## src/rtl/arbitro_memoria_pkg.sv

```systemverilog
// Shared definitions for the instruction/data memory sequencer: FSM encodings,
// memory geometry and the per-access record latched at grant time.
package arbitro_memoria_pkg;

  localparam int PALAVRAS_PADRAO = 1024;
  localparam int DESLOC_PALAVRA  = 2;

  localparam logic [1:0] OCIOSO   = 2'd0;
  localparam logic [1:0] PREPARA  = 2'd1;
  localparam logic [1:0] ACESSO   = 2'd2;
  localparam logic [1:0] RECUPERA = 2'd3;

  typedef struct packed {
    logic dados;    // 1 = load/store port won, 0 = fetch port
    logic escrita;
    logic erro;
  } transacao_t;

endpackage

```

## src/rtl/arbitro_memoria_if.sv

```systemverilog
// Requester and memoria-side signals of the sequencer, grouped in one bundle.
interface arbitro_memoria_if #(
  parameter int LARGURA = 32
);
  logic               busca_req;
  logic [LARGURA-1:0] busca_endereco;
  logic               busca_ack;
  logic [LARGURA-1:0] busca_dado;
  logic               dados_req;
  logic               dados_escrita;
  logic [LARGURA-1:0] dados_endereco;
  logic [LARGURA-1:0] dados_wdata;
  logic               dados_ack;
  logic [LARGURA-1:0] dados_rdata;
  logic               erro_endereco;
  logic [LARGURA-1:0] mem_endereco;
  logic [LARGURA-1:0] mem_dado_escrita;
  logic               mem_escrita;
  logic               mem_leitura;
  logic [LARGURA-1:0] mem_instrucao;

  modport slave (
    input  busca_req, busca_endereco, dados_req, dados_escrita, dados_endereco,
           dados_wdata, mem_instrucao,
    output busca_ack, busca_dado, dados_ack, dados_rdata, erro_endereco,
           mem_endereco, mem_dado_escrita, mem_escrita, mem_leitura
  );

  modport master (
    output busca_req, busca_endereco, dados_req, dados_escrita, dados_endereco,
           dados_wdata, mem_instrucao,
    input  busca_ack, busca_dado, dados_ack, dados_rdata, erro_endereco,
           mem_endereco, mem_dado_escrita, mem_escrita, mem_leitura
  );
endinterface

```

## src/rtl/arbitro_memoria_verificador.sv

```systemverilog
// Byte address to word index conversion plus alignment / range check.
module verificador_endereco
  import arbitro_memoria_pkg::*;
#(
  parameter int LARGURA  = 32,
  parameter int PALAVRAS = PALAVRAS_PADRAO
) (
  input  logic [LARGURA-1:0] endereco_i,
  output logic [LARGURA-1:0] indice_o,
  output logic               erro_o
);

  assign indice_o = endereco_i >> DESLOC_PALAVRA;
  assign erro_o   = (endereco_i[1:0] != 2'b00) || (indice_o >= LARGURA'(PALAVRAS));

endmodule

```

## src/rtl/arbitro_memoria.sv

```systemverilog
// Sequencer in front of memoria: arbitrates fetch vs load/store, holds one strobe
// for CICLOS_ACESSO cycles with an idle cycle on both sides, pulses the winner's ack.
module arbitro_memoria
  import arbitro_memoria_pkg::*;
#(
  parameter int LARGURA       = 32,
  parameter int PALAVRAS      = PALAVRAS_PADRAO,
  parameter int CICLOS_ACESSO = 2
) (
  input logic              clock,
  input logic              reset,
  arbitro_memoria_if.slave bus
);

  localparam int            CW     = (CICLOS_ACESSO > 1) ? $clog2(CICLOS_ACESSO) : 1;
  localparam logic [CW-1:0] ULTIMO = CW'(CICLOS_ACESSO - 1);

  logic [1:0]         estado_q, estado_d;
  logic [CW-1:0]      cont_q, cont_d;
  logic               prio_dados_q, prio_dados_d;
  transacao_t         trans_q, trans_d;
  logic [LARGURA-1:0] mem_end_q, mem_end_d;
  logic [LARGURA-1:0] mem_wd_q, mem_wd_d;
  logic [LARGURA-1:0] bdado_q, bdado_d;
  logic [LARGURA-1:0] rdata_q, rdata_d;
  logic               leit_q, leit_d;
  logic               esc_q, esc_d;
  logic               back_q, back_d;
  logic               dack_q, dack_d;
  logic               erro_q, erro_d;

  logic               venc_dados;
  logic               erro_chk;
  logic               conclui;
  logic [LARGURA-1:0] end_sel;
  logic [LARGURA-1:0] indice;
  logic [LARGURA-1:0] dado_lido;

  // dados wins unless both are pending and the last grant already went to dados
  assign venc_dados = bus.dados_req && (!bus.busca_req || prio_dados_q);
  assign end_sel    = venc_dados ? bus.dados_endereco : bus.busca_endereco;
  assign dado_lido  = trans_q.erro ? '0 : bus.mem_instrucao;

  verificador_endereco #(
    .LARGURA  (LARGURA),
    .PALAVRAS (PALAVRAS)
  ) u_verif (
    .endereco_i (end_sel),
    .indice_o   (indice),
    .erro_o     (erro_chk)
  );

  always_comb begin
    estado_d     = estado_q;
    cont_d       = cont_q;
    prio_dados_d = prio_dados_q;
    trans_d      = trans_q;
    mem_end_d    = mem_end_q;
    mem_wd_d     = mem_wd_q;
    bdado_d      = bdado_q;
    rdata_d      = rdata_q;
    leit_d       = leit_q;
    esc_d        = esc_q;
    back_d       = 1'b0;
    dack_d       = 1'b0;
    erro_d       = 1'b0;
    conclui      = 1'b0;

    case (estado_q)
      OCIOSO: begin
        if (bus.busca_req || bus.dados_req) begin
          estado_d        = PREPARA;
          prio_dados_d    = !venc_dados;
          trans_d.dados   = venc_dados;
          trans_d.escrita = venc_dados && bus.dados_escrita;
          trans_d.erro    = erro_chk;
          mem_end_d       = indice;
          mem_wd_d        = venc_dados ? bus.dados_wdata : '0;
        end
      end
      PREPARA: begin
        if (trans_q.erro) begin
          conclui = 1'b1;
        end else begin
          estado_d = ACESSO;
          cont_d   = '0;
          leit_d   = !trans_q.escrita;
          esc_d    = trans_q.escrita;
        end
      end
      ACESSO: begin
        if (cont_q == ULTIMO) conclui = 1'b1;
        else                  cont_d  = cont_q + CW'(1);
      end
      RECUPERA: estado_d = OCIOSO;
      default:  estado_d = OCIOSO;
    endcase

    if (conclui) begin
      estado_d = RECUPERA;
      leit_d   = 1'b0;
      esc_d    = 1'b0;
      back_d   = !trans_q.dados;
      dack_d   = trans_q.dados;
      erro_d   = trans_q.erro;
      if (!trans_q.escrita) begin
        if (trans_q.dados) rdata_d = dado_lido;
        else               bdado_d = dado_lido;
      end
    end
  end

  always_ff @(posedge clock or posedge reset) begin
    if (reset) begin
      estado_q     <= OCIOSO;
      cont_q       <= '0;
      prio_dados_q <= 1'b1;
      trans_q      <= '0;
      mem_end_q    <= '0;
      mem_wd_q     <= '0;
      bdado_q      <= '0;
      rdata_q      <= '0;
      leit_q       <= 1'b0;
      esc_q        <= 1'b0;
      back_q       <= 1'b0;
      dack_q       <= 1'b0;
      erro_q       <= 1'b0;
    end else begin
      estado_q     <= estado_d;
      cont_q       <= cont_d;
      prio_dados_q <= prio_dados_d;
      trans_q      <= trans_d;
      mem_end_q    <= mem_end_d;
      mem_wd_q     <= mem_wd_d;
      bdado_q      <= bdado_d;
      rdata_q      <= rdata_d;
      leit_q       <= leit_d;
      esc_q        <= esc_d;
      back_q       <= back_d;
      dack_q       <= dack_d;
      erro_q       <= erro_d;
    end
  end

  assign bus.busca_ack        = back_q;
  assign bus.busca_dado       = bdado_q;
  assign bus.dados_ack        = dack_q;
  assign bus.dados_rdata      = rdata_q;
  assign bus.erro_endereco    = erro_q;
  assign bus.mem_endereco     = mem_end_q;
  assign bus.mem_dado_escrita = mem_wd_q;
  assign bus.mem_leitura      = leit_q;
  assign bus.mem_escrita      = esc_q;

endmodule

```

## src/flat_wrapper.sv

```systemverilog
// flat-port wrapper written by rule: the top's interface ports become plain ports
module arbitro_memoria_flat import arbitro_memoria_pkg::*;
#(
  parameter int LARGURA       = 32,
  parameter int PALAVRAS      = PALAVRAS_PADRAO,
  parameter int CICLOS_ACESSO = 2
)
  (clock, reset, bus_busca_req, bus_busca_endereco, bus_dados_req, bus_dados_escrita, bus_dados_endereco, bus_dados_wdata, bus_mem_instrucao, bus_busca_ack, bus_busca_dado, bus_dados_ack, bus_dados_rdata, bus_erro_endereco, bus_mem_endereco, bus_mem_dado_escrita, bus_mem_escrita, bus_mem_leitura);
  arbitro_memoria_if #(.LARGURA(LARGURA)) bus_i ();
  input logic clock;
  input logic reset;
  input wire logic [$bits(bus_i.busca_req)-1:0] bus_busca_req;
  input wire logic [$bits(bus_i.busca_endereco)-1:0] bus_busca_endereco;
  input wire logic [$bits(bus_i.dados_req)-1:0] bus_dados_req;
  input wire logic [$bits(bus_i.dados_escrita)-1:0] bus_dados_escrita;
  input wire logic [$bits(bus_i.dados_endereco)-1:0] bus_dados_endereco;
  input wire logic [$bits(bus_i.dados_wdata)-1:0] bus_dados_wdata;
  input wire logic [$bits(bus_i.mem_instrucao)-1:0] bus_mem_instrucao;
  output wire logic [$bits(bus_i.busca_ack)-1:0] bus_busca_ack;
  output wire logic [$bits(bus_i.busca_dado)-1:0] bus_busca_dado;
  output wire logic [$bits(bus_i.dados_ack)-1:0] bus_dados_ack;
  output wire logic [$bits(bus_i.dados_rdata)-1:0] bus_dados_rdata;
  output wire logic [$bits(bus_i.erro_endereco)-1:0] bus_erro_endereco;
  output wire logic [$bits(bus_i.mem_endereco)-1:0] bus_mem_endereco;
  output wire logic [$bits(bus_i.mem_dado_escrita)-1:0] bus_mem_dado_escrita;
  output wire logic [$bits(bus_i.mem_escrita)-1:0] bus_mem_escrita;
  output wire logic [$bits(bus_i.mem_leitura)-1:0] bus_mem_leitura;
  assign bus_i.busca_req = bus_busca_req;
  assign bus_i.busca_endereco = bus_busca_endereco;
  assign bus_i.dados_req = bus_dados_req;
  assign bus_i.dados_escrita = bus_dados_escrita;
  assign bus_i.dados_endereco = bus_dados_endereco;
  assign bus_i.dados_wdata = bus_dados_wdata;
  assign bus_i.mem_instrucao = bus_mem_instrucao;
  assign bus_busca_ack = bus_i.busca_ack;
  assign bus_busca_dado = bus_i.busca_dado;
  assign bus_dados_ack = bus_i.dados_ack;
  assign bus_dados_rdata = bus_i.dados_rdata;
  assign bus_erro_endereco = bus_i.erro_endereco;
  assign bus_mem_endereco = bus_i.mem_endereco;
  assign bus_mem_dado_escrita = bus_i.mem_dado_escrita;
  assign bus_mem_escrita = bus_i.mem_escrita;
  assign bus_mem_leitura = bus_i.mem_leitura;
  arbitro_memoria #(.LARGURA(LARGURA), .PALAVRAS(PALAVRAS), .CICLOS_ACESSO(CICLOS_ACESSO)) u_core (.clock(clock), .reset(reset), .bus(bus_i));
endmodule
```

## config.mk

```make
export PLATFORM = sky130hd
export DESIGN_NAME = arbitro_memoria_flat
export DESIGN_NICKNAME = d
export VERILOG_FILES = /design/src/rtl/arbitro_memoria_pkg.sv /design/src/rtl/arbitro_memoria_if.sv /design/src/rtl/arbitro_memoria_verificador.sv /design/src/rtl/arbitro_memoria.sv /design/src/flat_wrapper.sv
export SDC_FILE = /design/constraint.sdc
export NUM_CORES = 1
export LEC_CHECK = 0
export CAP_MARGIN = 15
export CORE_ASPECT_RATIO = 1.25
export CORE_MARGIN = 2
export CORE_UTILIZATION = 45
export CTS_CLUSTER_DIAMETER = 50
export DETAILED_ROUTE_END_ITERATION = 12
export PLACE_DENSITY = 0.86
export SLEW_MARGIN = 10
export SYNTH_ARGS = -nofsm -noshare
export SYNTH_HDL_FRONTEND = slang
export SYNTH_SLANG_ARGS = --single-unit
```

## constraint.sdc

```tcl
create_clock -name clock -period 14.15 [get_ports clock]
set_clock_uncertainty 0.2 [all_clocks]
set_input_delay 2.83 -clock clock [delete_from_list [all_inputs] [get_ports clock]]
set_output_delay 2.83 -clock clock [all_outputs]
set_load 0.01 [all_outputs]
```

### After elaboration in Yosys (flattened, before gate mapping)

Cells that the tools add are included.

| storage, ports and cells | value |
|---|---|
| bits in registers | 138 |
| input port bits | 133 |
| word-level logic and storage cells | 68 |

| operators by class | value |
|---|---|
| add/subtract/negate cells | 1 |
| $lt $le $gt $ge | 1 |
| equal/unequal tests | 7 |
| muxes and demuxes | 22 |
| bitwise logic cells | 2 |
| reduce and logical (&&, ||, !) cells | 20 |

Operator list:

| operator | count |
|---|---|
| $mux 32 | 3 |
| $ge 30x11->1 const B | 1 |
| $mux 1 | 13 |
| $reduce_and 3->1 | 3 |
| $mux 2 | 3 |
| $pmux 2 s3 | 1 |
| $reduce_and 2->1 | 3 |
| $reduce_bool 2->1 | 3 |
| $eq 2x2->1 const B | 2 |
| $logic_not 1->1 | 4 |
| $ne 2x2->1 const B | 2 |
| $pmux 1 s2 | 2 |
| $reduce_bool 4->1 | 1 |
| $logic_or 1x1->1 | 3 |
| $ne 3x1->1 const B | 1 |
| $ne 3x3->1 const B | 1 |
| $eq 2x1->1 const B | 1 |
| $logic_and 1x1->1 | 2 |
| $logic_not 2->1 | 1 |
| $not 1->1 | 2 |
| $add 1x1->1 const B | 1 |

### Depth between registers and ports, before layout

Gate-level depths: netlist (run 1).

| logic depth | value |
|---|---|
| depth in word-level cells | 6 |
| depth in mapped cells | 8 |
| depth with buffers taken out | 6 |

### By module

A second synthesis (run 1) with hierarchy kept.

| unflattened totals | value |
|---|---|
| cells, all modules | 441 |
| area total of the unflattened synthesis | 6309.8 µm² |

By module, submodules not included:

| module | times used | cells each | area each (µm²) | seq. area each (µm²) |
|---|---|---|---|---|
| arbitro_memoria | 1 | 401 | 6019.5 | 3504.6 |
| verificador_endereco | 1 | 40 | 290.3 | 0.0 |

### Worst setup path after synthesis (run 1)

Ideal clock, no wire load.

| timing path | value |
|---|---|
| path kind | input-to-reg |
| start point | in bus_busca_req |
| end point | reg u_core.mem_wd_q[0], in the netlist u_core.bus.mem_dado_escrita[0] |
| setup time | 0.065 ns |
| arrival | 3.673 ns |
| data required time | 13.885 ns |
| path slack | 10.212 ns |
| cell stages on the path | 5 |
| buffers on the path | 1 |
| cells stage by stage | nand2b_1 nand2_1 nor2_1 buf_2 a22o_1 |

| between the ends | value |
|---|---|
| cells in the longest elaborated chain, start to end | 4 |
| elaborated cells between the ends (all ways) | 6 |
| classes of those cells | mux: 1; reduce/logical: 5 |

RTL lines:

| what | RTL line | RTL |
|---|---|---|
| start: declaration | flat_wrapper.sv:12 | `input wire logic [$bits(bus_i.busca_req)-1:0] bus_busca_req;` |
| $logic_not 1->1 | arbitro_memoria.sv:40 | `assign venc_dados = bus.dados_req && (!bus.busca_req \|\| prio_dados_q);` |
| $logic_or 1x1->1 | arbitro_memoria.sv:40 |  |
| $logic_and 1x1->1 | arbitro_memoria.sv:40 |  |
| $mux 32 | arbitro_memoria.sv:78 | `mem_wd_d = venc_dados ? bus.dados_wdata : '0;` |
| end signal: assignment | arbitro_memoria.sv:134 | `mem_wd_q <= mem_wd_d;` |
| end: declaration | arbitro_memoria.sv:23 | `logic [LARGURA-1:0] mem_wd_q, mem_wd_d;` |

Several ways; a longest one is shown, not always the timed one.
A chain may end at the register's enable or synchronous reset.

### Worst setup path after layout (run 1)

| timing path | value |
|---|---|
| start point | in bus_busca_req |
| end point | reg u_core.mem_wd_q[23], in the netlist u_core.bus.mem_dado_escrita[23] |

The elaborated chain is that of the path after synthesis.

==> results of run 1 <==
[stage by stage]
stage / utilization (%) / hold slack (ns) / area, µm²
2_1_floorplan: - / 0.276 / 5940
3_3_place_gp: 67.7 / 0.263 / 8650
3_5_place_dp: 67.7 / 0.269 / 8650
4_1_cts: 72.4 / 0.283 / 9250
5_1_grt: 72.4 / 0.311 / 9250
6_report: 72.4 / 0.280 / 9250
[power breakdown]
group          switching [µW]  internal [µW]  leakage [µW]
combinational             304            408       0.00213
clock                     184            267      0.000297
sequential               88.0            533       0.00182
total                     576           1210       0.00425
[cell usage in the layout, fill, tap and decap left out, types with 3 or more instances in the layout]
cell type and count:
a21oi_1 3, a22o_1 33, buf_4 5, clkbuf_16 17
clkdlybuf4s50_1 263, dfrtp_1 137, ha_1 4, inv_1 4
inv_6 6, inv_8 4, mux2_2 34, mux2_4 30
mux2i_1 32, nand2_1 31, nand3_1 4, nor2_1 14
nor2b_1 32, nor4_1 8, o21ai_0 31
[sequential cells by signal (all words and copies together) (netlist names), 2 cells and up]
register,cells
u_core.bus.mem_endereco,30
u_core.estado_q,2
u_core.bus.busca_dado,32
u_core.bus.mem_dado_escrita,32
u_core.bus.dados_rdata,32
u_core.trans_q,3
[path summary, 6_finish.rpt]
path | startpoint | to | slack (ns) | depth (start not counted)
worst max-delay path | bus_busca_req | u_core.bus.mem_dado_escrita[23]$_DFFE_PP0P_ | 9.40 | 6
worst min-delay path | u_core.bus.mem_endereco[3]$_DFFE_PP0P_ | u_core.bus.mem_endereco[3]$_DFFE_PP0P_ | 0.28 | 2
worst max register to register | u_core.estado_q[1]$_DFFE_PP0P_ | u_core.bus.dados_rdata[31]$_DFFE_PP0P_ | 11.44 | 6
worst min register to register | u_core.bus.mem_endereco[3]$_DFFE_PP0P_ | u_core.bus.mem_endereco[3]$_DFFE_PP0P_ | 0.28 | 2
max in group asynchronous | reset | u_core.bus.dados_rdata[0]$_DFFE_PP0P_ | 9.72 | 3
min in group asynchronous | reset | u_core.bus.mem_dado_escrita[27]$_DFFE_PP0P_ | 2.65 | 2
[cell type report]
| cell class | count | area, µm² |
|---|---|---|
| fill | 893 | 3530 |
| sequential | 138 | 3450 |
| timing repair buffer | 268 | 2670 |
| multi-input combinational | 279 | 2290 |
| clock buffer | 17 | 425 |
| tap | 168 | 210 |
| clock inverter | 15 | 179 |
| inverter | 5 | 23.8 |
[worst reg2reg max path: cells and delay by family, from the launching register on]
kind	cells	cell delay, ns
fa+ha+maj	1	0.26
flops	1	0.37
mux	1	0.44
buf+inv	1	0.09
simple gates	2	0.97
compound gates	1	0.26
[layer usage]
| metal | wire (µm) | vias to the layer above | global-route usage (%) |
|---|---|---|---|
| li1 | - | 2106 | - |
| met1 | 5980 | 2224 | 26.0 |
| met2 | 8610 | 194 | 41.7 |
| met3 | 1250 | 30 | 7.78 |
| met4 | 408 | 0 | 8.59 |
| met5 | 0 | - | 0 |
[logic make-up after synthesis]
logic type | Yosys count | synth area share (%)
mux | 96 | 19.4
fa+ha+maj | 4 | 0.842
other cells | 1 | 0.0631
compound gates | 76 | 9.01
simple gates | 101 | 8.80
buf+inv | 34 | 3.71
flops | 138 | 58.2
==> impl_metrics.json, run 1 <==
{
  "critPathRequiredTime_ns": 14.30,
  "clkSinkCount": 138,
  "drive_above_1_share_pct": 15.4,
  "crit_chain": "clkdlybuf4s50_1, nand2b_1, nand2_2, nor2_2, buf_4, a22o_1",
  "yosysMostFrequentCell": "dfrtp_1",
  "syn_inst": 450,
  "yosysUniqueCellTypes": 37,
  "syn_area_mm2": 0.00594,
  "vias": 4554,
  "port-buffer-count": 263,
  "leakage_uw": 0.00425,
  "avgSynthCellArea_um2": 13.2,
  "coreArea_mm2": 0.0128,
  "synth.top_cells.by_count": "137 x dfrtp_1, 34 x mux2_2, 33 x a22o_1",
  "finalSetupViolations": 0,
  "endpoint_kind": "flop",
  "cts_root_buf": "clkbuf_16",
  "syn_to_final_growth_pct": 55.7,
  "cts_resized": 0,
  "rows": 46,
  "slew_headroom_pct": 23.0,
  "start_util_pct": 46.5,
  "hold_buffers": 0,
  "insertion_delay_ns": 0.41,
  "ant_nets": 0,
  "die_x_um": 107,
  "hp-class": "reg -> reg",
  "max-cap-violations": 0,
  "powerDensity_mw_per_mm2": 193,
  "synthArstFlopShare_pct": 100,
  "die_h_um": 132,
  "final_cells": 890,
  "timing.fmax_mhz": 210,
  "grt_use_total_pct": 23.5,
  "hpwl_um": 11800,
  "dp_slack_ns": 9.00,
  "cp.arrival_ns": 4.90,
  "routedWlPerCell_um": 18.3,
  "crit_type": "in -> reg",
  "synth_edf_count": 0,
  "synthFlopType": "dfrtp_1",
  "drcViolationCount": 0,
  "yosys_register_bits": 138,
  "critPathSlowestCell": "nand2_2",
  "antenna_found_initial": 0,
  "numCtsBuffers": 17,
  "crit_buf_inv": 2,
  "synth_area_leaders": "dfrtp_1 58%, mux2_4 7.6%, mux2_2 6.4%, mux2i_1 5.4%, a22o_1 4.9%",
  "yosys.area.top_type": "dfrtp_1",
  "ir_worst_vdd_v": 0.000124,
  "cpPeakStageDelay_ns": 0.57,
  "grt_pass1_vias": 5020,
  "cts_tree": "built",
  "io_pins": 266,
  "vias_per_cell": 5.12,
  "critPathLaunchType": "primary input",
  "grt_pass1_wl_um": 26000,
  "critical-path-top-delay-family": "simple AND/OR/NAND/NOR gates",
  "htreeDepth": 4,
  "fp.dieArea_mm2": 0.0141,
  "gp_congestion": 0.790,
  "drtIter0Drc": 145,
  "dp.cells": 858,
  "period_share_pct": 33.6,
  "path_clk_slew_ns": 0.07,
  "grt_setup_unrepaired": "false",
  "max-clock-path-buffers": 2,
  "final_max_slew_viol_count": 0,
  "synth_top_area_share_pct": 57.7,
  "routed_wl_um": 16200,
  "crit_path_max_fanout": 35,
  "dr.pass1.iters": 4,
  "ys_seq_area_share_pct": 58.2,
  "diodes": 0,
  "period_minus_slack_ns": 4.75,
  "finalPower_uw": 1790,
  "hold_violations": 0,
  "ys_warn_count": 0,
  "worstMarginPinSlew_ns": 1.16,
  "post_cts_buffers": 0,
  "setup_tns_ns": 0,
  "fin_nets": 846,
  "grt_max_degree": 92,
  "status": "finished, final reports clean",
  "grt_overflow": 0,
  "setup_ws_ns": 9.40
}
Power figures use the tool's default switching activity.
==> run 2, diff against run 1 <==
- CORE_UTILIZATION: 45 -> 42
- PLACE_DENSITY: 0.86 -> 0.81
- clock period: 14.15 -> 4.89 ns (I/O delays scaled with it)
==> run 2 against run 1 <==
Effect of this change: worst hold slack worse by 0.0035 ns; clock-buffer cell count stayed put; worst setup slack got worse by 7.3 ns; critical endpoint is now u_core.trans_q[0]$_DFFE_PP0P_; power grew to 2.9 times the previous value; wire length is 6.1% lower; design area is essentially flat; critical path type unchanged; global-route usage is 3.2 points lower.
==> impl_metrics.json, run 2 (same netlist as run 1, synthesis figures left out) <==
{
  "hp-class": "reg -> reg",
  "start_util_pct": 43.0,
  "io_pins": 266,
  "ir_worst_vdd_v": 0.000336,
  "hpwl_um": 11300,
  "coreArea_mm2": 0.0138,
  "syn_to_final_growth_pct": 55.8,
  "drive_above_1_share_pct": 15.4,
  "reg2reg_from": "u_core.estado_q[1]$_DFFE_PP0P_",
  "cts_tree": "built",
  "crit_chain": "clkdlybuf4s50_1, o21ai_4, buf_12, a311oi_1, a31oi_1",
  "cts_root_buf": "clkbuf_16",
  "powerDensity_mw_per_mm2": 550,
  "gr-usage-met2_pct": 36.0,
  "hold_violations": 0,
  "grt_overflow": 0,
  "final_max_slew_viol_count": 0,
  "setup_ws_ns": 2.13,
  "final_cell_mix": "263 x clkdlybuf4s50_1, 137 x dfrtp_1, 34 x mux2_2",
  "dp_slack_ns": 1.60,
  "hold_buffers": 0,
  "endpoint_kind": "flop",
  "worstMarginPinSlew_ns": 1.16,
  "timing.fmax_mhz": 363,
  "die_h_um": 137,
  "crit_type": "in -> reg",
  "vias_per_cell": 4.98,
  "finalSetupViolations": 0,
  "slew_headroom_pct": 22.9,
  "routed_wl_um": 15300,
  "gp_congestion": 0.793,
  "cpPeakStageDelay_ns": 0.79,
  "critPathRequiredTime_ns": 5.01,
  "clkSinkCount": 138,
  "grtUsageMet1_pct": 23.4,
  "crit_path_start": "bus_dados_req",
  "critPathLaunchType": "primary input",
  "hp-start": "u_core.bus.mem_endereco[8]$_DFFE_PP0P_",
  "drtIter0Drc": 125,
  "grt_setup_unrepaired": "false",
  "crit_path_max_fanout": 59,
  "fp.dieArea_mm2": 0.0151,
  "crit_buf_inv": 2,
  "grt_max_degree": 119,
  "diodes": 0,
  "use_met3_pct": 6.33,
  "numCtsBuffers": 17,
  "fin_nets": 846,
  "leakage_uw": 0.00425,
  "top_usage_layer": "met2",
  "max-cap-violations": 0,
  "cts_resized": 0,
  "final_util_pct": 67.0,
  "critical-path-top-delay-family": "compound AO/OA/AOI/OAI gates",
  "stdcell_area_mm2": 0.00925,
  "htreeDepth": 4,
  "grt_pass1_wl_um": 23500,
  "grt_pass1_vias": 4799,
  "rows": 48,
  "antenna_found_initial": 0,
  "grt_use_total_pct": 20.3,
  "routedWlPerCell_um": 17.0,
  "cp.arrival_ns": 2.88,
  "post_cts_buffers": 0,
  "status": "finished, final reports clean",
  "critPathSlowestCell": "o21ai_4",
  "die_x_um": 110,
  "vias": 4463,
  "place_area_mm2": 0.00867,
  "final_common_cell": "clkdlybuf4s50_1",
  "drcViolationCount": 0,
  "port-buffer-count": 263,
  "period_share_pct": 56.4,
  "period_minus_slack_ns": 2.76,
  "insertion_delay_ns": 0.41,
  "max-clock-path-buffers": 2,
  "dr.pass1.iters": 4,
  "ant_nets": 0,
  "path_clk_slew_ns": 0.06,
  "setup_tns_ns": 0
}
[run 2: worst reg2reg max path: stages, from the launching register on]
cell      delay, ns
dfrtp_1        0.38
inv_1          0.09
ha_1           0.26
a22o_4         0.26
and3_4         0.18
nand2b_2       0.79
mux2_2         0.45
[run 2: path summary, 6_finish.rpt]
kind / to / slack, ns / depth (start not counted)
max in group asynchronous: u_core.bus.mem_endereco[0]$_DFFE_PP0P_ / 2.60 / 3
min: u_core.bus.mem_endereco[8]$_DFFE_PP0P_ / 0.28 / 2
min reg2reg: u_core.bus.mem_endereco[8]$_DFFE_PP0P_ / 0.28 / 2
min in group asynchronous: u_core.bus.mem_dado_escrita[19]$_DFFE_PP0P_ / 1.01 / 2
max reg2reg: u_core.bus.dados_rdata[30]$_DFFE_PP0P_ / 2.15 / 6
max: u_core.trans_q[0]$_DFFE_PP0P_ / 2.13 / 5
[run 2: cell type report]
cell class	count	area, µm²
clock buffer	17	425
inverter	5	23.8
fill	1046	4560
tap	175	219
sequential	138	3450
clock inverter	15	155
timing repair buffer	268	2680
multi-input combinational	279	2290
[run 2: power by group]
| part | internal, µW | switching, µW |
|---|---|---|
| sequential | 1540 | 248 |
| combinational | 1190 | 860 |
| clock | 723 | 527 |
| total | 3450 | 1630 |
[run 2: stage by stage]
stage / power, µW / hold slack, ns / std cells
3_5_place_dp: 3870 / 0.270 / 865
2_1_floorplan: 2820 / 0.276 / 451
3_3_place_gp: 3800 / 0.265 / 865
6_report: 5090 / 0.276 / 897
4_1_cts: 5150 / 0.283 / 897
5_1_grt: 5380 / 0.297 / 897
[run 2: layer usage]
layer | part of all wire (%) | vias up
met5 | 0 | -
met4 | 1.0 | 0
met2 | 52 | 170
met3 | 7.8 | 11
met1 | 39 | 2187
li1 | - | 2095
==> run 3, diff against run 2 <==
- CORE_UTILIZATION: 42 -> 38
- PLACE_DENSITY: 0.81 -> 0.77
- clock period: 4.89 -> 2.45 ns (I/O delays scaled with it)
==> run 3 against run 2 <==
Effect of this change: sequential share of layout area fell by 0.86 points; first-iteration DRC count fell by 16%; combinational power is 110% higher; sequential power up 99%; wire length increased by 5.5%; critical endpoint is now u_core.bus.dados_rdata[13]$_DFFE_PP0P_; largest cell class unchanged; highest routed layer unchanged.
==> impl_metrics.json, run 3 (same netlist as run 1, synthesis figures left out) <==
{
  "critPathSlowestCell": "dfrtp_1",
  "path_clk_slew_ns": 0.06,
  "max-clock-path-buffers": 2,
  "vias": 4545,
  "cts_tree": "built",
  "drcViolationCount": 0,
  "dr.pass1.iters": 4,
  "drive_above_1_share_pct": 16.8,
  "fin_nets": 860,
  "hpwl_um": 12000,
  "syn_to_final_growth_pct": 59.5,
  "insertion_delay_ns": 0.41,
  "critical-path-top-delay-family": "flip-flops",
  "hp-class": "reg -> reg",
  "hold_buffers": 0,
  "antenna_found_initial": 0,
  "final_cell_mix": "263 x clkdlybuf4s50_1, 137 x dfrtp_1, 34 x mux2_2",
  "critPathRequiredTime_ns": 2.54,
  "ant_nets": 0,
  "routedWlPerCell_um": 17.0,
  "htreeDepth": 4,
  "critPathLaunchType": "flop",
  "fillCellCount": 1243,
  "period_share_pct": 86.8,
  "grt_pass1_wl_um": 25100,
  "coreArea_mm2": 0.0154,
  "final_max_slew_viol_count": 0,
  "finalSetupViolations": 0,
  "routed_wl_um": 16100,
  "cts_root_buf": "clkbuf_16",
  "finalPower_uw": 10300,
  "start_util_pct": 38.5,
  "status": "finished, final reports clean",
  "die_h_um": 144,
  "crit_type": "reg -> reg",
  "clkSinkCount": 138,
  "final_common_cell": "clkdlybuf4s50_1",
  "powerDensity_mw_per_mm2": 1090,
  "cpPeakStageDelay_ns": 0.39,
  "timing.fmax_mhz": 470,
  "io_pins": 266,
  "grt_overflow": 0,
  "crit_path_max_fanout": 11,
  "fp.dieArea_mm2": 0.0167,
  "diodes": 0,
  "grt_use_total_pct": 19.7,
  "cp.arrival_ns": 2.22,
  "crit_chain": "inv_1, ha_1, a22o_4, and3_4, nand2b_2, buf_4, mux2_4",
  "cts_resized": 0,
  "grt_pass1_vias": 4941,
  "max-cap-violations": 0,
  "crit_buf_inv": 2,
  "numCtsBuffers": 17,
  "leakage_uw": 0.00431,
  "endpoint_kind": "flop",
  "vias_per_cell": 4.79,
  "grt_max_degree": 76,
  "ir_worst_vdd_v": 0.000598,
  "period_minus_slack_ns": 2.13,
  "port-buffer-count": 263,
  "grt_setup_unrepaired": "false",
  "gp_congestion": 0.771,
  "worstMarginPinSlew_ns": 0.631,
  "post_cts_buffers": 0,
  "drtIter0Drc": 105,
  "setup_tns_ns": 0,
  "die_x_um": 116,
  "hold_violations": 0,
  "rows": 51,
  "slew_headroom_pct": 57.9
}
run 3: cell types whose count changed in the layout (fill, tap and decap cells not counted):
cell	before	now
buf_4	4	12
nor2_2	0	1
clkinv_4	2	3
clkbuf_1	0	1
bufinv_16	1	2
inv_6	7	1
inv_8	4	0
nor2_4	1	0
clkinvlp_4	0	7
buf_12	1	7
run 3: per-layer routing:
metal	share of wire (%)	global-route usage [%]	up-vias
li1	-	-	2136
met1	38	21.6	2194
met2	52	34.2	178
met3	7.0	6.37	37
met4	3.0	9.34	0
met5	0	0	-
run 3: final cells by class:
cell class                 instances  area, µm²  area share, %
timing repair buffer             282       2860           30.2
sequential                       138       3450           36.5
tap                              212        265           2.80
inverter                           5       22.5          0.238
multi-input combinational        279       2290           24.2
clock inverter                    14        150           1.58
clock buffer                      18        429           4.53
run 3: power by group:
part	total (µW)	switching [µW]	internal (µW)	leakage (µW)
combinational	4220	1760	2460	0.00223
sequential	3560	481	3080	0.00182
clock	2500	1000	1500	0.000265
total	10300	3240	7040	0.00431
run 3: metrics by stage:
| step | hold slack (ns) | setup WS [ns] | utilization [%] | std cells | area (µm²) |
|---|---|---|---|---|---|
| 2_1_floorplan | 0.276 | 0.0397 | - | 451 | 5950 |
| 3_3_place_gp | 0.264 | 0.233 | 57.6 | 916 | 8890 |
| 3_5_place_dp | 0.270 | 0.223 | 57.6 | 916 | 8890 |
| 4_1_cts | 0.284 | 0.306 | 61.3 | 948 | 9470 |
| 5_1_grt | 0.304 | 0.243 | 61.3 | 948 | 9470 |
| 6_report | 0.278 | 0.323 | 61.3 | 948 | 9470 |
run 3: path summary, 6_finish.rpt:
path	from	depth (start not counted)	slack, ns	to
max	u_core.estado_q[0]$_DFFE_PP0P_	7	0.32	u_core.bus.dados_rdata[13]$_DFFE_PP0P_
min	u_core.bus.mem_endereco[6]$_DFFE_PP0P_	2	0.28	u_core.bus.mem_endereco[6]$_DFFE_PP0P_
max reg2reg	u_core.estado_q[0]$_DFFE_PP0P_	7	0.32	u_core.bus.dados_rdata[13]$_DFFE_PP0P_
min reg2reg	u_core.bus.mem_endereco[6]$_DFFE_PP0P_	2	0.28	u_core.bus.mem_endereco[6]$_DFFE_PP0P_
max in group asynchronous	reset	3	1.14	u_core.bus.busca_dado[9]$_DFFE_PP0P_
min in group asynchronous	reset	2	0.30	u_core.bus.dados_rdata[22]$_DFFE_PP0P_
run 3: worst reg2reg max path, cell delays in order (launching register included):
cell	delay (ns)
dfrtp_1	0.39
inv_1	0.08
ha_1	0.22
a22o_4	0.26
and3_4	0.19
nand2b_2	0.10
buf_4	0.26
mux2_4	0.33
==> variant 1: new RTL, flow settings as in run 3 <==
`CICLOS_ACESSO` is set to 2 in 2 places; all go to 8.
--- a/src/rtl/arbitro_memoria.sv
+++ b/src/rtl/arbitro_memoria.sv
@@ -5,7 +5,7 @@
 #(
   parameter int LARGURA       = 32,
   parameter int PALAVRAS      = PALAVRAS_PADRAO,
-  parameter int CICLOS_ACESSO = 2
+  parameter int CICLOS_ACESSO = 8
 ) (
   input logic              clock,
   input logic              reset,
--- a/src/flat_wrapper.sv
+++ b/src/flat_wrapper.sv
@@ -3,7 +3,7 @@
 #(
   parameter int LARGURA       = 32,
   parameter int PALAVRAS      = PALAVRAS_PADRAO,
-  parameter int CICLOS_ACESSO = 2
+  parameter int CICLOS_ACESSO = 8
 )
   (clock, reset, bus_busca_req, bus_busca_endereco, bus_dados_req, bus_dados_escrita, bus_dados_endereco, bus_dados_wdata, bus_mem_instrucao, bus_busca_ack, bus_busca_dado, bus_dados_ack, bus_dados_rdata, bus_erro_endereco, bus_mem_endereco, bus_mem_dado_escrita, bus_mem_escrita, bus_mem_leitura);
   arbitro_memoria_if #(.LARGURA(LARGURA)) bus_i ();
Check against the original RTL: not equivalent (Yosys sat finds a counterexample within 10 cycles, from zero or initial values and one cycle with reset high).
==> variant 1 against run 3 <==
- cell area up 0.50%
- fmax down 5.9%
- sequential share of layout area up 0.34 points
- sequential cell count up 2
- count of clock-buffer cells in the layout up 1
- cell count up 0.95%
- setup slack worse by 0.13 ns
- via count up 2.2%
- power down 5.8%
- area after synthesis down 0.57%
- wire length about the same
- first-iteration DRC count up 52%
==> variant 1: results <==
group,metric,value,unit
yosys,synth_top_area_share,58.9,%
yosys,netlist_instances,461,
yosys,synth-seq-area-share,59.3,%
place,hpwl,12000,microns
place,dpl_cell_area,8920,sq um
drt,wl,16100,microns
clock_network,htreeDepth,4,
yosys,synth_area_leaders,"dfrtp_1 59%, mux2_2 12%, mux2i_1 5.4%, a22o_1 4.9%, nor2b_1 3.4%",
global_routing,grt_pass1_wl,25100,microns
place,place_inst,925,
worst_hold_path,hp-start,"u_core.bus.mem_endereco[20]$_DFFE_PP0P_",
timing,clock.fmax,442,MHz
drt,drt_iter0_drc,160,
global_routing,grtUsageMet1,22.3,%
timing,timing.hold.ws,0.285,ns
critical_path,crit_path_start,"u_core.estado_q[1]$_DFFE_PP0P_",
power,p_per_area,1020,nW/um^2
critical_path,path_max_fanout,32,
yosys,ys_top_cells_by_count,"139 x dfrtp_1, 63 x mux2_2, 36 x nand2_1, 34 x o21ai_0, 33 x a22o_1",
critical_path,slowest_delay,0.42,ns
outcome,status,"finished clean",
finish,fin_nets,875,
critical_path,crit_end,"u_core.bus.busca_dado[22]$_DFFE_PP0P_",
global_routing,use_met3,5.57,%
die,fp.coreArea,15100,sq um
drt,avgViaCountPerCell,4.85,
critical_path,rr_endpoint,"u_core.bus.busca_dado[22]$_DFFE_PP0P_",
finish,layout-drive-gt1-share,16.6,%
place,finalWeightedCongestion,0.788,
worst_hold_path,min_to,"u_core.bus.mem_endereco[20]$_DFFE_PP0P_",
power,vdd_ir_drop_max,0.630,mV
timing,slew_headroom,59.6,%
[variant 1: routing by layer]
layer / up-vias / share of wire, %
met3: 21 / 7.0
li1: 2171 / -
met2: 201 / 51
met4: 0 / 1.4
met1: 2252 / 40
met5: - / 0
[variant 1: power breakdown]
group	internal [mW]	switching [mW]
sequential	3.00	0.414
clock	1.55	1.05
combinational	2.07	1.61
total	6.62	3.07
[variant 1: cell families after synthesis]
logic type / count (synthesis) / share of synthesized area, %
AO/OA/AOI/OAI: 79 / 9.15
adder cells (fa/ha/maj): 6 / 1.27
buffers and inverters: 32 / 3.01
flip-flops: 140 / 59.3
multiplexers: 96 / 17.6
other: 1 / 0.0635
AND/OR/NAND/NOR: 107 / 9.55
[variant 1: final cells by class]
class	instances	area [sq um]
tap	208	260
clock inverter	13	156
fill	1150	5560
timing repair buffer	283	2900
inverter	4	18.8
sequential	140	3500
multi-input combinational	290	2240
clock buffer	19	443
==> variant 2: new RTL, config.mk and constraints of run 3 <==
Made on the original files. Reset style: synchronous (`reset`), changed in one clocked block.
--- a/src/rtl/arbitro_memoria.sv
+++ b/src/rtl/arbitro_memoria.sv
@@ -110,7 +110,7 @@
     end
   end
 
-  always_ff @(posedge clock or posedge reset) begin
+  always_ff @(posedge clock) begin
     if (reset) begin
       estado_q     <= OCIOSO;
       cont_q       <= '0;
Check against the original RTL: differs if reset is asserted again (counterexample within 4 cycles, from zero or initial values and one cycle with reset high); with reset held inactive, the same outputs for 4 cycles.
==> variant 2 against run 3 <==
- cell area shrank 4.5%
- wire length up 2.7%
- power is 20% lower
- critical path depth fell by 1
- area after synthesis shrank 6.7%
- setup slack improved by 0.058 ns
- fmax grew 2.8%
- sequential cell count unchanged
- largest power group is now sequential cells
==> variant 2: results <==
group,metric,value,unit
clock_network,cts_buffer_depth,2,
yosys,synth_cell_types,41,
power,sequentialPowerShare,34.1,%
critical_path,crit_family,"simple AND/OR/NAND/NOR gates",
power,vdd_ir_drop_max,0.514,mV
global_routing,grt.total_usage,21.4,%
global_routing,grt_max_degree,55,
global_routing,grt_pass1_wl,26900,microns
global_routing,use_met2,37.8,%
global_routing,grtUsageMet1,23.5,%
critical_path,slowest_delay,0.44,ns
drt,wl_per_cell,15.3,microns
finish,instances_no_fill,1080,
drt,drt_iter0_drc,292,
global_routing,first_global_vias,5343,
yosys,async_flop_share,0,%
timing,timing.hold.ws,0.251,ns
place,dpl_cell_area,8400,sq um
drt,dr_wl_met3,1100,microns
outcome,status,"finished clean",
finish,fin_nets,1026,
yosys,synth_area_leaders,"dfxtp_1 50%, nand2_1 8.2%, a21oi_1 5.3%, mux2i_1 5.2%, nor2_1 4.7%",
critical_path,r2r_cells,6,
critical_path,crit_end,"u_core.bus.busca_dado[9]$_SDFFE_PP0P_",
critical_path,timing.rr.start,"u_core.estado_q[1]$_SDFFE_PP0P_",
worst_hold_path,hp-start,"u_core.bus.busca_dado[4]$_SDFFE_PP0P_",
critical_path,r2r_setup_slack,0.38,ns
drt,wl_met1,6360,microns
finish,layout-drive-gt1-share,8.65,%
drt,wl_met2,8480,microns
critical_path,cp_data_arrival_time,2.16,ns
worst_hold_path,min_to,"u_core.bus.busca_dado[4]$_SDFFE_PP0P_",
timing,clock.fmax,483,MHz
finish,fill_cells,1242,
place,hpwl,11900,microns
power,pg_seq,2.82,mW
yosys,netlist_instances,640,
die,die-width,112,microns
critical_path,path_max_fanout,32,
place,finalWeightedCongestion,0.855,
place,post-place-ws,0.160,ns
[variant 2: changes by cell type in the layout (fill, tap and decap cells not counted), moves of 34 or more]
cell	before	now
dfrtp_1	137	0
nand2_1	31	121
mux2_2	34	0
dfxtp_1	0	138
a21oi_1	3	59
nor2_1	14	70
[variant 2: final cells by class]
class                           instances  area (sq um)  area share (%)
Timing Repair Buffer                  281          2840            31.4
Sequential cell                       138          2760            30.5
Multi-Input combinational cell        444          2540            28.1
Clock buffer                           18           429            4.74
Tap cell                              178           223            2.46
Clock inverter                         14           220            2.43
Inverter                                7          26.3           0.290
[variant 2: kinds of logic after synthesis]
kind of cell / Yosys count / share of synthesized area (%)
AND/OR/NAND/NOR: 261 / 21.3
buffers and inverters: 59 / 4.99
adder cells (fa/ha/maj): 4 / 0.903
flip-flops: 138 / 49.8
AO/OA/AOI/OAI: 148 / 17.6
multiplexers: 29 / 5.24
other: 1 / 0.0677
